`src/rtl/wb_pkg.sv`:
```
// -----------------------------------------------------------------------------
// wb_pkg
// Shared definitions for the register-file writeback arbiter.
//   XLEN                 : datapath width
//   REG_AW               : register address width
//   WB_FIFO_DEPTH        : long-unit result buffer depth
//   STARVE_LIMIT_DEFAULT : default pipeline-win budget while results wait
//   wb_entry_t           : buffered long-unit result (destination + data)
// -----------------------------------------------------------------------------
package wb_pkg;

   localparam int XLEN                 = 32;
   localparam int REG_AW               = 5;
   localparam int WB_FIFO_DEPTH        = 2;
   localparam int STARVE_LIMIT_DEFAULT = 4;

   typedef struct packed {
      logic [REG_AW-1:0] rd;
      logic [XLEN-1:0]   data;
   } wb_entry_t;

endpackage : wb_pkg

```
`src/rtl/wb_fifo2.sv`:
```
// -----------------------------------------------------------------------------
// wb_fifo2
// Two-entry strict-order buffer for long-latency unit results.
//   clk, rst     : clock, synchronous active-high reset
//   push_i       : write push_data_i (ignored when full)
//   push_data_i  : entry to enqueue
//   pop_i        : drop the head entry (ignored when empty)
//   count_o      : number of valid entries (0..2), registered
//   head_o       : oldest entry, valid when count_o != 0
// Push and pop in the same cycle leave the count unchanged.
// -----------------------------------------------------------------------------
module wb_fifo2
   import wb_pkg::*;
(
   input  logic      clk,
   input  logic      rst,
   input  logic      push_i,
   input  wb_entry_t push_data_i,
   input  logic      pop_i,
   output logic [1:0] count_o,
   output wb_entry_t head_o
);

   wb_entry_t  mem_q [WB_FIFO_DEPTH];
   logic       wr_ptr_q;
   logic       rd_ptr_q;
   logic [1:0] count_q;
   logic       do_push;
   logic       do_pop;

   assign do_push = push_i && (count_q != 2'd2);
   assign do_pop  = pop_i  && (count_q != 2'd0);

   always_ff @(posedge clk) begin
      if (rst) begin
         wr_ptr_q <= 1'b0;
         rd_ptr_q <= 1'b0;
         count_q  <= 2'd0;
      end else begin
         if (do_push) wr_ptr_q <= ~wr_ptr_q;
         if (do_pop)  rd_ptr_q <= ~rd_ptr_q;
         count_q <= count_q + {1'b0, do_push} - {1'b0, do_pop};
      end
   end

   // Storage needs no reset: entries are only read while count_q says valid.
   always_ff @(posedge clk) begin
      if (do_push) mem_q[wr_ptr_q] <= push_data_i;
   end

   assign count_o = count_q;
   assign head_o  = mem_q[rd_ptr_q];

endmodule : wb_fifo2

```
`src/rtl/wb_arbiter.sv`:
```
// -----------------------------------------------------------------------------
// wb_arbiter
// Arbitrates the single register-file write port between the in-order
// pipeline writeback and buffered long-latency unit results.
//   clk, rst                 : clock, synchronous active-high reset
//   p_valid/p_rd/p_data      : pipeline writeback request
//   p_stall                  : pipeline request not granted this cycle
//   l_valid/l_rd/l_data      : long-unit result, transferred on l_valid&&l_ready
//   l_ready                  : buffer has room
//   rf_we/rf_waddr/rf_wdata  : registered write port, one cycle after grant
// Handshake: a long-unit result moves into the buffer on a rising edge where
// l_valid && l_ready; l_ready depends only on buffer occupancy, never on a
// same-cycle pop. The pipeline side is stall-based: its request completes on
// any cycle where p_valid && !p_stall.
// -----------------------------------------------------------------------------
module wb_arbiter
   import wb_pkg::*;
#(
   parameter int STARVE_LIMIT = STARVE_LIMIT_DEFAULT
)(
   input  logic              clk,
   input  logic              rst,
   input  logic              p_valid,
   input  logic [REG_AW-1:0] p_rd,
   input  logic [XLEN-1:0]   p_data,
   output logic              p_stall,
   input  logic              l_valid,
   output logic              l_ready,
   input  logic [REG_AW-1:0] l_rd,
   input  logic [XLEN-1:0]   l_data,
   output logic              rf_we,
   output logic [REG_AW-1:0] rf_waddr,
   output logic [XLEN-1:0]   rf_wdata
);

   logic [1:0]        fifo_count;
   wb_entry_t         fifo_head;
   wb_entry_t         push_entry;
   logic              push;
   logic              gnt_fifo;
   logic              gnt_pipe;
   logic [3:0]        starve_q, starve_d;
   logic              rf_we_q, rf_we_d;
   logic [REG_AW-1:0] rf_waddr_q, rf_waddr_d;
   logic [XLEN-1:0]   rf_wdata_q, rf_wdata_d;

   assign l_ready    = (fifo_count != 2'd2);
   assign push       = l_valid && l_ready;
   assign push_entry = '{rd: l_rd, data: l_data};

   wb_fifo2 u_fifo (
      .clk         (clk),
      .rst         (rst),
      .push_i      (push),
      .push_data_i (push_entry),
      .pop_i       (gnt_fifo),
      .count_o     (fifo_count),
      .head_o      (fifo_head)
   );

   // The buffer wins when the pipeline is idle, when it is full (so l_ready
   // can reopen), or once the pipeline has used up its win budget.
   assign gnt_fifo = (fifo_count != 2'd0) &&
                     (!p_valid || (fifo_count == 2'd2) ||
                      (starve_q >= 4'(STARVE_LIMIT)));
   assign gnt_pipe = p_valid && !gnt_fifo;
   assign p_stall  = p_valid && gnt_fifo;

   always_comb begin
      starve_d   = starve_q;
      rf_we_d    = 1'b0;
      rf_waddr_d = rf_waddr_q;
      rf_wdata_d = rf_wdata_q;

      if (fifo_count == 2'd0 || gnt_fifo) begin
         starve_d = 4'd0;
      end else if (gnt_pipe && starve_q != 4'd15) begin
         starve_d = starve_q + 4'd1;
      end

      // x0 writes still complete the request but never assert the enable.
      if (gnt_fifo) begin
         rf_we_d    = (fifo_head.rd != '0);
         rf_waddr_d = fifo_head.rd;
         rf_wdata_d = fifo_head.data;
      end else if (gnt_pipe) begin
         rf_we_d    = (p_rd != '0);
         rf_waddr_d = p_rd;
         rf_wdata_d = p_data;
      end
   end

   always_ff @(posedge clk) begin
      if (rst) begin
         starve_q   <= 4'd0;
         rf_we_q    <= 1'b0;
         rf_waddr_q <= '0;
         rf_wdata_q <= '0;
      end else begin
         starve_q   <= starve_d;
         rf_we_q    <= rf_we_d;
         rf_waddr_q <= rf_waddr_d;
         rf_wdata_q <= rf_wdata_d;
      end
   end

   assign rf_we    = rf_we_q;
   assign rf_waddr = rf_waddr_q;
   assign rf_wdata = rf_wdata_q;

endmodule : wb_arbiter

```
`config.mk`:
```
export PLATFORM = sky130hd
export DESIGN_NAME = wb_arbiter
export DESIGN_NICKNAME = d
export VERILOG_FILES = /design/src/rtl/wb_pkg.sv /design/src/rtl/wb_fifo2.sv /design/src/rtl/wb_arbiter.sv
export SDC_FILE = /design/constraint.sdc
export NUM_CORES = 1
export LEC_CHECK = 0
export CAP_MARGIN = 15
export CORE_MARGIN = 3
export CORE_UTILIZATION = 47
export CTS_CLUSTER_SIZE = 28
export DETAILED_ROUTE_END_ITERATION = 16
export GPL_TIMING_DRIVEN = 0
export PLACE_DENSITY = 0.77
export RECOVER_POWER = 25
export SLEW_MARGIN = 10
export SYNTH_ARGS = -nofsm -noshare
export SYNTH_HDL_FRONTEND = slang
export SYNTH_SLANG_ARGS = --single-unit
```
`constraint.sdc`:
```
create_clock -name clk -period 6.5 [get_ports clk]
set_input_delay 1.3 -clock clk [delete_from_list [all_inputs] [get_ports clk]]
set_output_delay 1.3 -clock clk [all_outputs]
set_load 0.01 [all_outputs]
```
==> flow_metrics.env <==
export IMPL_core_mm2=0.00946
export IMPL_maxSlewViolCount=0
export IMPL_drc=0
export IMPL_vias=3052
export IMPL_p_per_area_mw_per_mm2=311
export IMPL_worst_pin_slew_ns=0.780
export IMPL_die_area_mm2=0.0112
export IMPL_synth_ff_type="edfxtp_1"
export IMPL_drt_pass1_iterations=4
export IMPL_crit_fanout=8
export IMPL_post_cts_buffers=0
export IMPL_die_h_um=106
export IMPL_arrival_ns=2.28
export IMPL_netlist_area_leader_share_pct=47.3
export IMPL_htreeDepth=4
export IMPL_postCtsResizedCells=0
export IMPL_cts_tree="built"
export IMPL_numPortBuffers=115
export IMPL_synth_most_common_cell="edfxtp_1"
export IMPL_worst_setup_path_type="primary input to output port"
export IMPL_max_slew_margin_rel_pct=48.0
export IMPL_synth_fp_nets=414
export IMPL_setup_viol=0
export IMPL_whs_ns=0.422
export IMPL_r2r_slack_ns=4.58
export IMPL_grt_max_degree=21
export IMPL_yosysUniqueCellTypes=38
export IMPL_critPathCaptureType="output port"
export IMPL_power_leakage_nw=2.45
export IMPL_async_reset_ff_share_pct=0
export IMPL_clk_path_buf_depth=2
export IMPL_cp_required_ns=5.20
export IMPL_layout_nets=550
export IMPL_antenna_left=0
export IMPL_syn_inst=334
export IMPL_p_total_w=0.00207
export IMPL_skew_ns=0.00712
export IMPL_max_clock_freq_ghz=0.280
export IMPL_hold_buffers=0
export IMPL_drive_above_1_share_pct=14.3
export IMPL_r2r_start="u_fifo.count_o[0]"
export IMPL_grt_total_usage_pct=18.9
export IMPL_place_gp_congestion=0.755
export IMPL_routedWlPerCell_um=16.6
export IMPL_cp_start_kind="primary input"
export IMPL_finalCritPeriodShare_pct=55.0
export IMPL_dieWidth_um=106
export IMPL_syn_cell_area_mm2=0.00470
export IMPL_hold_depth=1
export IMPL_grt_pass1_wl_um=16100
export IMPL_timing_rr_end="u_fifo.mem_q[1][4]"
export IMPL_cts_buffers=17
export IMPL_avgSynthCellArea_um2=14.1
export IMPL_yosysTopAreaCell="edfxtp_1"
export IMPL_drv_cap=0
export IMPL_hp_class="flop to flop"
export IMPL_vdd_ir_drop_max_mv=0.198
export IMPL_antenna_found_initial=0
export IMPL_wl_um=10100
export IMPL_grt_ovfl_total=0
export IMPL_antennaDiodeCount=0
export IMPL_min_from="starve_q[0]"
export IMPL_outcome="completed"
export IMPL_synth_warnings=0
export IMPL_rows=35
export IMPL_fillers=682
export IMPL_grt_pass1_vias=3146
export IMPL_hold_viol=0
export IMPL_synth_area_top_cells="edfxtp_1 47%, dfxtp_1 20%, mux2i_1 7.9%, o221ai_2 6.4%, nand2_1 3.4%"
export IMPL_ys_seq_area_share_pct=67.4
export IMPL_fin_ws_ns=2.92
export IMPL_tns_ns=0
export IMPL_cts_sinks=121
export IMPL_min_to="starve_q[0]"
export IMPL_insertion_delay_ns=0.50
export IMPL_start_util_pct=49.6
export IMPL_pin_count=118
export IMPL_rsz0062_at_grt="false"
export IMPL_place_ws_ns=2.92
export IMPL_finalCriticalPeriod_ns=3.58
export IMPL_cts_root_buf="clkbuf_8"
export IMPL_viasPerCell=4.99
export IMPL_synth_edf_count=74
export IMPL_clk_pin_slew_worst_paths_ns=0.05
export IMPL_drtIter0Drc=144
export IMPL_synthTopCellsByCount="74 x edfxtp_1, 47 x dfxtp_1, 42 x nand2_1, 39 x inv_1, 37 x mux2i_1"
export IMPL_rr_worst_depth=5
export IMPL_syn2layout_area_growth_pct=41.9
export IMPL_dp_hpwl_um=7130
export IMPL_yosys_register_bits=121
==> power by group <==
group / switching, W / internal (W) / leakage (nW)
logic: 0.000110 / 0.000130 / 1.09
registers: 0.0000218 / 0.000872 / 1.08
clock network: 0.000320 / 0.000618 / 0.281
==> worst max-delay path: stages <==
cell	delay, ns
buf_2	0.18
nor3b_1	0.21
clkdlybuf4s50_1	0.58
==> flip-flops by register name, summed over array words and instances (netlist names), named ones only <==
register / flops
rf_waddr: 5
rf_wdata: 32
rf_we: 1
starve_q: 4
u_fifo.count_o: 2
u_fifo.mem_q: 74
u_fifo.rd_ptr_q: 1
u_fifo.wr_ptr_q: 1
==> worst max-delay path by stage <==
| stage | startpoint | endpoint | slack (ns) | cells past startpoint |
|---|---|---|---|---|
| finish | p_valid | p_stall | 2.92 | 3 |
| global route | p_valid | p_stall | 2.85 | 3 |
| CTS | p_valid | p_stall | 2.89 | 3 |
| detailed placement | p_valid | p_stall | 2.92 | 3 |
| global placement | l_valid | u_fifo.mem_q[1][31] | 2.81 | 2 |
| floorplan | p_valid | p_stall | 3.41 | 2 |
==> per-layer routing <==
layer,up-vias,track usage (%),part of all wire (%)
met5,-,0,0
met2,87,32.1,52
met4,0,6.66,0.91
met3,6,5.89,5.3
li1,1503,-,-
met1,1456,22.8,41
==> cells in the final DEF (no fill, tap or decap), drive strengths merged, types with 2 or more instances in the layout <==
cell,synthesis,final
nor3b,3,3
o221ai,37,37
nor2,4,4
mux2i,37,37
clkbuf,7,26
nor4,2,2
clkinv,0,5
ha,2,2
nand2,42,42
or3,2,2
nor2b,3,3
bufinv,0,4
edfxtp,74,74
a21oi,4,4
dfxtp,47,47
o21ai,3,3
dlygate4sd3,0,30
clkinvlp,0,4
buf,12,14
inv,39,39
clkdlybuf4s50,0,85
==> stage by stage <==
step	utilization, %	std cells	area, um^2
final	70.4	612	6660
after detailed placement	64.1	580	6060
after global routing	70.4	612	6660
after global placement	63.5	578	6010
after floorplan	-	334	4700
after CTS	70.4	612	6660
==> layout make-up <==
cell class                      count  area [um^2]  area share, %
Timing Repair Buffer              117         1210           18.1
Clock inverter                     13          178           2.67
Sequential cell                   121         3160           47.5
Tap cell                          129          161           2.42
Inverter                           39          146           2.20
Buffer                             19          110           1.65
Clock buffer                       19          422           6.33
Multi-Input combinational cell    155         1280           19.2
==> kinds of logic (layout without fill, tap and decap cells) <==
kind of cell	Yosys count	after routing	share of synthesized area [%]
AO/OA/AOI/OAI	49	49	11.3
XOR/XNOR	1	1	0.187
flip-flops	121	121	67.4
adder cells (fa/ha/maj)	2	2	0.533
other	1	1	0.0799
buffers and inverters	58	207	5.46
multiplexers	37	37	7.89
AND/OR/NAND/NOR	65	65	7.17
(Power assumes the default switching activity.)
==> variant 1, RTL diff (config.mk and constraints unchanged) <==
Make the reset (`rst`) asynchronous in 2 clocked blocks. Comments in the files are not updated.
--- a/src/rtl/wb_fifo2.sv
+++ b/src/rtl/wb_fifo2.sv
@@ -31,7 +31,7 @@
    assign do_push = push_i && (count_q != 2'd2);
    assign do_pop  = pop_i  && (count_q != 2'd0);
 
-   always_ff @(posedge clk) begin
+   always_ff @(posedge clk or posedge rst) begin
       if (rst) begin
          wr_ptr_q <= 1'b0;
          rd_ptr_q <= 1'b0;
--- a/src/rtl/wb_arbiter.sv
+++ b/src/rtl/wb_arbiter.sv
@@ -90,7 +90,7 @@
       end
    end
 
-   always_ff @(posedge clk) begin
+   always_ff @(posedge clk or posedge rst) begin
       if (rst) begin
          starve_q   <= 4'd0;
          rf_we_q    <= 1'b0;
Function: differs if rst is asserted again (counterexample within 4 cycles, from zero or initial values and one cycle with rst high); with rst held inactive, the same outputs for 10 cycles.
==> variant 1 against the unedited design <==
  * Synthesized area rose by 0.29%
  * Setup slack got worse by 1100 ps
  * Sequential cell count fell by 1
  * Utilization rose by 0.50 points
  * Count of clock-buffer cells in the layout fell by 1
  * Routed wire length rose by 0.99%
  * Fmax fell by 24%
  * Final area rose by 1.2%
  * Largest cell class unchanged
Power is not compared: it rests on default switching activity, and its combinational part moved more than twofold at a synthesized area within 25%.
==> variant 1: results (changes against the unedited design) <==
The initial antenna violation count was 0 (unchanged); the number of levels the H-tree was split into was 4 (unchanged). Hold path startpoint: starve_q[0]. The flow ran to the end, and the final reports show no timing, DRC or antenna violations. The antenna diode count came out at 0 (unchanged).

The number of buffers on the longest clock path is 2 (unchanged). The placed instance area came out at 6130 um2 (+1.0%). The fraction of the yosys area taken by sequential cells came out at 71.6% (+4.3 points). The fraction of layout instances using a drive strength above 1 was 14.2% (-0.098 points). The register with the most flip-flops is u_fifo.mem_q. For the maximum ir drop on the vdd rail, the log shows 253 uV.

Port buffer count: 117 (+1.7%). The path with the worst hold slack has its endpoint at starve_q[0]. The maximum fanout encountered on the critical timing path was 10 (+2); the via count of the first global-routing pass was 3,264 (+3.8%).

For the count of yosys warnings during synthesis, the log shows 0 (unchanged). The via-per-instance ratio is 5.28 (+5.9%), and the overall track demand over capacity in global routing is 19.4% (+0.45 points). The worst reg-to-reg setup slack was 4710 ps (+130 ps).

By area the synthesized netlist is led by edfxtp_1, dfrtp_1, mux2i_1. The commonest cells after synthesis are edfxtp_1, dfrtp_1, mux2i_1. The run gives 0.745 (-1.4%) as the final RePlAce weighted congestion. The largest stage delay on the critical path is 530 ps (-50 ps). CTS placed an instance of clkbuf_8 at the clock tree root. The run gives 16.4 mm (+2.2%) as the first-pass GRT wire length. The total wire length after detailed routing was 10.2 mm (+0.99%).

The endpoint identified for the worst register-to-register timing path is u_fifo.count_o[1]. The post-layout net count was 504 (-8.4%). The setup fix buffers added after clock tree synthesis came out at 0 (unchanged). The violation count after the first detailed-routing iteration was 81 (-44%); the share of flip-flops with an asynchronous set or reset after synthesis was 38.3% (+38 points). The run gives 27 (+29%) as the pin count of the biggest net entering global routing. The worst flop-to-flop path startpoint was u_fifo.count_o[0]. The tools report the detailed placement HPWL as 7.10 mm (-0.43%).

The pre-CTS setup slack was 1800 ps (-1110 ps). The worst clock skew came out at 8.01 ps (+0.890 ps). The internal portion of the total power is 0.00226 W. The net count of the mapped netlist is 365 (-12%), and the source-to-sink clock delay at the later pin of the worst-skew pair is 510 ps. For the critical path arrival, the log shows 3400 ps (+1120 ps).

The number of search-and-repair iterations in the first detailed-routing pass came out at 4 (unchanged). The slew at the pin with the worst max-slew slack is 553 ps (-226 ps), and the static power due to leakage is 2.59 nW. The tools report the number of distinct library cell variants in the gate-level netlist after synthesis as 26 (-32%).

For this design, the slowest cell found on the critical path is clkdlybuf4s50_1. Number of cells on the worst reg-to-reg path: 6 (+1).
-- variant 1: cell types whose count changed in the layout (fill, tap and decap cells not counted), moves of 5 or more --
cell           delta
o221a_2           +8
nand2_1          -38
dfrtp_1          +46
o221ai_1         -17
dlygate4sd3_1     +5
dfxtp_1          -47
o221ai_2         -20
o221a_1          +30
nand3_1          +36
inv_1            -37
-- variant 1: kinds of logic after synthesis --
group / count (synthesis) / share of synthesized area, %
buffers and inverters: 23 / 3.14
adder cells (fa/ha/maj): 2 / 0.531
flip-flops: 120 / 71.6
AND/OR/NAND/NOR: 58 / 6.62
multiplexers: 38 / 8.08
AO/OA/AOI/OAI: 40 / 9.38
other: 1 / 0.0796
XOR/XNOR: 3 / 0.558
-- variant 1: area by class of cell --
type                            instances  area, um2
Fill cell                             660       2760
Buffer                                 21        140
Multi-Input combinational cell        142       1200
Sequential cell                       120       3370
Timing Repair Buffer                  120       1250
Clock inverter                         14        199
Clock buffer                           18        418
Tap cell                              129        161
Inverter                                2       7.51
-- variant 1: metrics by stage --
step	util (%)	hold WS [ps]	cells	power, W
finish	71.0	445	566	0.00320
CTS	71.0	450	566	0.00325
detailed placement	64.5	438	534	0.00227
global route	71.0	469	566	0.00337
global placement	63.6	425	531	0.00221
floorplan	-	410	285	0.00178
-- variant 1: worst reg2reg max path, stage by stage, from the launching register on --
cell and delay (ps):
dfrtp_1 430, nand4bb_1 120, clkbuf_1 260, clkbuf_1 410, nand2_1 120, ha_1 230
xnor2_1 120
-- variant 1: worst max path at each step --
stage,slack [ps],end,cells after the start,from
after global routing,1660,p_stall,6,p_valid
after floorplan,3110,u_fifo.mem_q[0][0],2,l_valid
after CTS,1800,p_stall,6,p_valid
final,1800,p_stall,6,p_valid
after detailed placement,1800,p_stall,6,p_valid
after global placement,1770,u_fifo.mem_q[0][22],3,l_valid
-- variant 1: power by group through the flow --
| stage | registers, W | logic, W | clock network, W |
|---|---|---|---|
| floorplan | 0.00122 | 0.000556 | 0 |
| global placement | 0.00118 | 0.00103 | 0 |
| detailed placement | 0.00118 | 0.00108 | 0 |
| CTS | 0.00117 | 0.00109 | 0.000979 |
| global route | 0.00120 | 0.00116 | 0.00102 |
| finish | 0.00117 | 0.00107 | 0.000963 |
-- variant 1: metal layers --
layer,global-route usage (%),routed length (um),vias up
li1,-,-,1420
met1,21.3,3950,1481
met2,34.8,5710,76
met3,5.83,431,11
met4,7.96,140,0
met5,0,0,-
==> variant 2, RTL diff (config.mk and constraints unchanged) <==
Made on the original files. `XLEN`: 32 -> 40.
--- a/src/rtl/wb_pkg.sv
+++ b/src/rtl/wb_pkg.sv
@@ -9,7 +9,7 @@
 // -----------------------------------------------------------------------------
 package wb_pkg;
 
-   localparam int XLEN                 = 32;
+   localparam int XLEN                 = 40;
    localparam int REG_AW               = 5;
    localparam int WB_FIFO_DEPTH        = 2;
    localparam int STARVE_LIMIT_DEFAULT = 4;
Ports: changed (resized l_data, p_data and rf_wdata); port bits go from 118 to 142. The function was not compared with the original's and may differ.
==> variant 2 against the unedited design <==
  * Routed wire length up 24%
  * Sequential power up 20%
  * Final area up 18%
  * First-iteration DRC count up 48%
  * Global-route usage up 0.63 points
  * Sequential cell count up 24
  * Setup slack better by 9.1 ps
  * Power up 8.7%
  * Synthesized area up 21%
  * Via count up 21%
  * Critical path type unchanged
==> variant 2: results (changes against the unedited design) <==
The run gives 213 (+48%) as the violation count after the first detailed-routing iteration. The overall track demand over capacity in global routing is 19.6% (+0.63 points), and the count of non-CTS inverters in the layout is 47 (+21%). The fraction of area in registers was 48.4% (+0.97 points). For the first-pass GRT wire length, the log shows 19.7 mm (+23%). Slew at the pin with the worst max-slew slack: 667 ps (-113 ps). The tools report the area of the core region as 11,600 um2 (+23%).

The run gives 420 ps (-80 ps) as the source-to-sink clock delay at the later pin of the worst-skew pair. The antenna diode count was 2 (+2); the area occupied by multi-input gates was 1570 um2 (+23%). The power density of the placed cells was 287 nW/um2 (-7.8%); the number of distinct library cell variants in the gate-level netlist after synthesis was 37 (-2.6%). For the overall via count from detail_route, the log shows 3,687 (+21%). The cell at the root of the clock tree was clkbuf_16. The worst register-to-register path ends at u_fifo.mem_q[1][17]. The synthesized-area fraction occupied by adder cells was 0.440% (-0.093 points). The number of enable flip-flop cells after synthesis was 90 (+22%). The tools report the pin count of the biggest net entering global routing as 24 (+14%). The logs give 711 (+16%) for the number of cells in the finished layout apart from fillers and 0.734 (-2.8%) for the final RePlAce weighted congestion. The pre-CTS setup slack is 2900 ps (-18.2 ps), and the number of buffers outside the clock class in the layout is 163 (+20%). For the post-layout net count, the log shows 649 (+18%).

The fraction of layout instances using a drive strength above 1 is 15.9% (+1.6 points), and the fraction of the yosys area taken by sequential cells is 66.9% (-0.47 points). The logs give 845 (+24%) for the number of fillers in the final layout and 11.1 ps (+4.00 ps) for the worst clock skew. The net count of the mapped netlist was 489 (+18%). Placed instance area: 7310 um2 (+21%).

The multiplexer share of the synthesized area was 7.92% (+0.034 points); the met3 usage in global routing was 6.53% (+0.64 points). The worst register-to-register path begins at u_fifo.count_o[0]. The layout buffering overhead excluding clock cells works out to 20.1% (+0.37 points).

The tools report the via count of the first global-routing pass as 3,945 (+25%). The post-synthesis compound-gate area fraction is 12.8% (+1.5 points). The final hold slack is 438 ps (+16.1 ps). The final-layout clock-cell area share came out at 6.80% (-2.2 points). The tools report the detailed placement HPWL as 8.77 mm (+23%). The run finished with clean final reports. The logs give 24 (+5) for the count of clock buffers in the final design and 145 (+20%) for the clock sink count. For the maximum ir drop on the vdd rail, the log shows 168 uV (-15%). Sorting the synthesized cells by how often they occur yields edfxtp_1, dfxtp_1, nand2_1. The post-synthesis xor/xnor area fraction works out to 0.154% (-0.033 points). The part of the cycle the worst path needs is 54.9% (-0.14 points), and the fraction of met1 tracks used by global routing is 23.2% (+0.38 points). The initial antenna violation count was 1 (+1); the average wire per cell in the routed design was 17.7 um (+6.7%).
## variant 2: cell types whose count changed in the layout (fill, tap and decap cells not counted), moves of 11 or more
cell and change:
o221ai_1 -11, edfxtp_1 +16, clkdlybuf4s50_1 +18, o221ai_2 +19
## variant 2: where the power goes
group | internal (W) | switching, W | leakage (nW)
Combinational | 0.000159 | 0.000136 | 1.31
Clock | 0.000540 | 0.000345 | 0.267
Sequential | 0.00105 | 0.0000263 | 1.30
## variant 2: routing by layer
| layer | share of wire [%] | up-vias |
|---|---|---|
| met3 | 7.3 | 19 |
| met2 | 49 | 140 |
| met5 | 0 | - |
| met1 | 41 | 1754 |
| li1 | - | 1774 |
| met4 | 1.9 | 0 |
## variant 2: worst register-to-register path, cell delays in order (launching register included)
cell and delay [ps]:
dfxtp_1 300, buf_2 180, nand2b_1 120, clkbuf_1 240, and3_2 660, buf_16 250
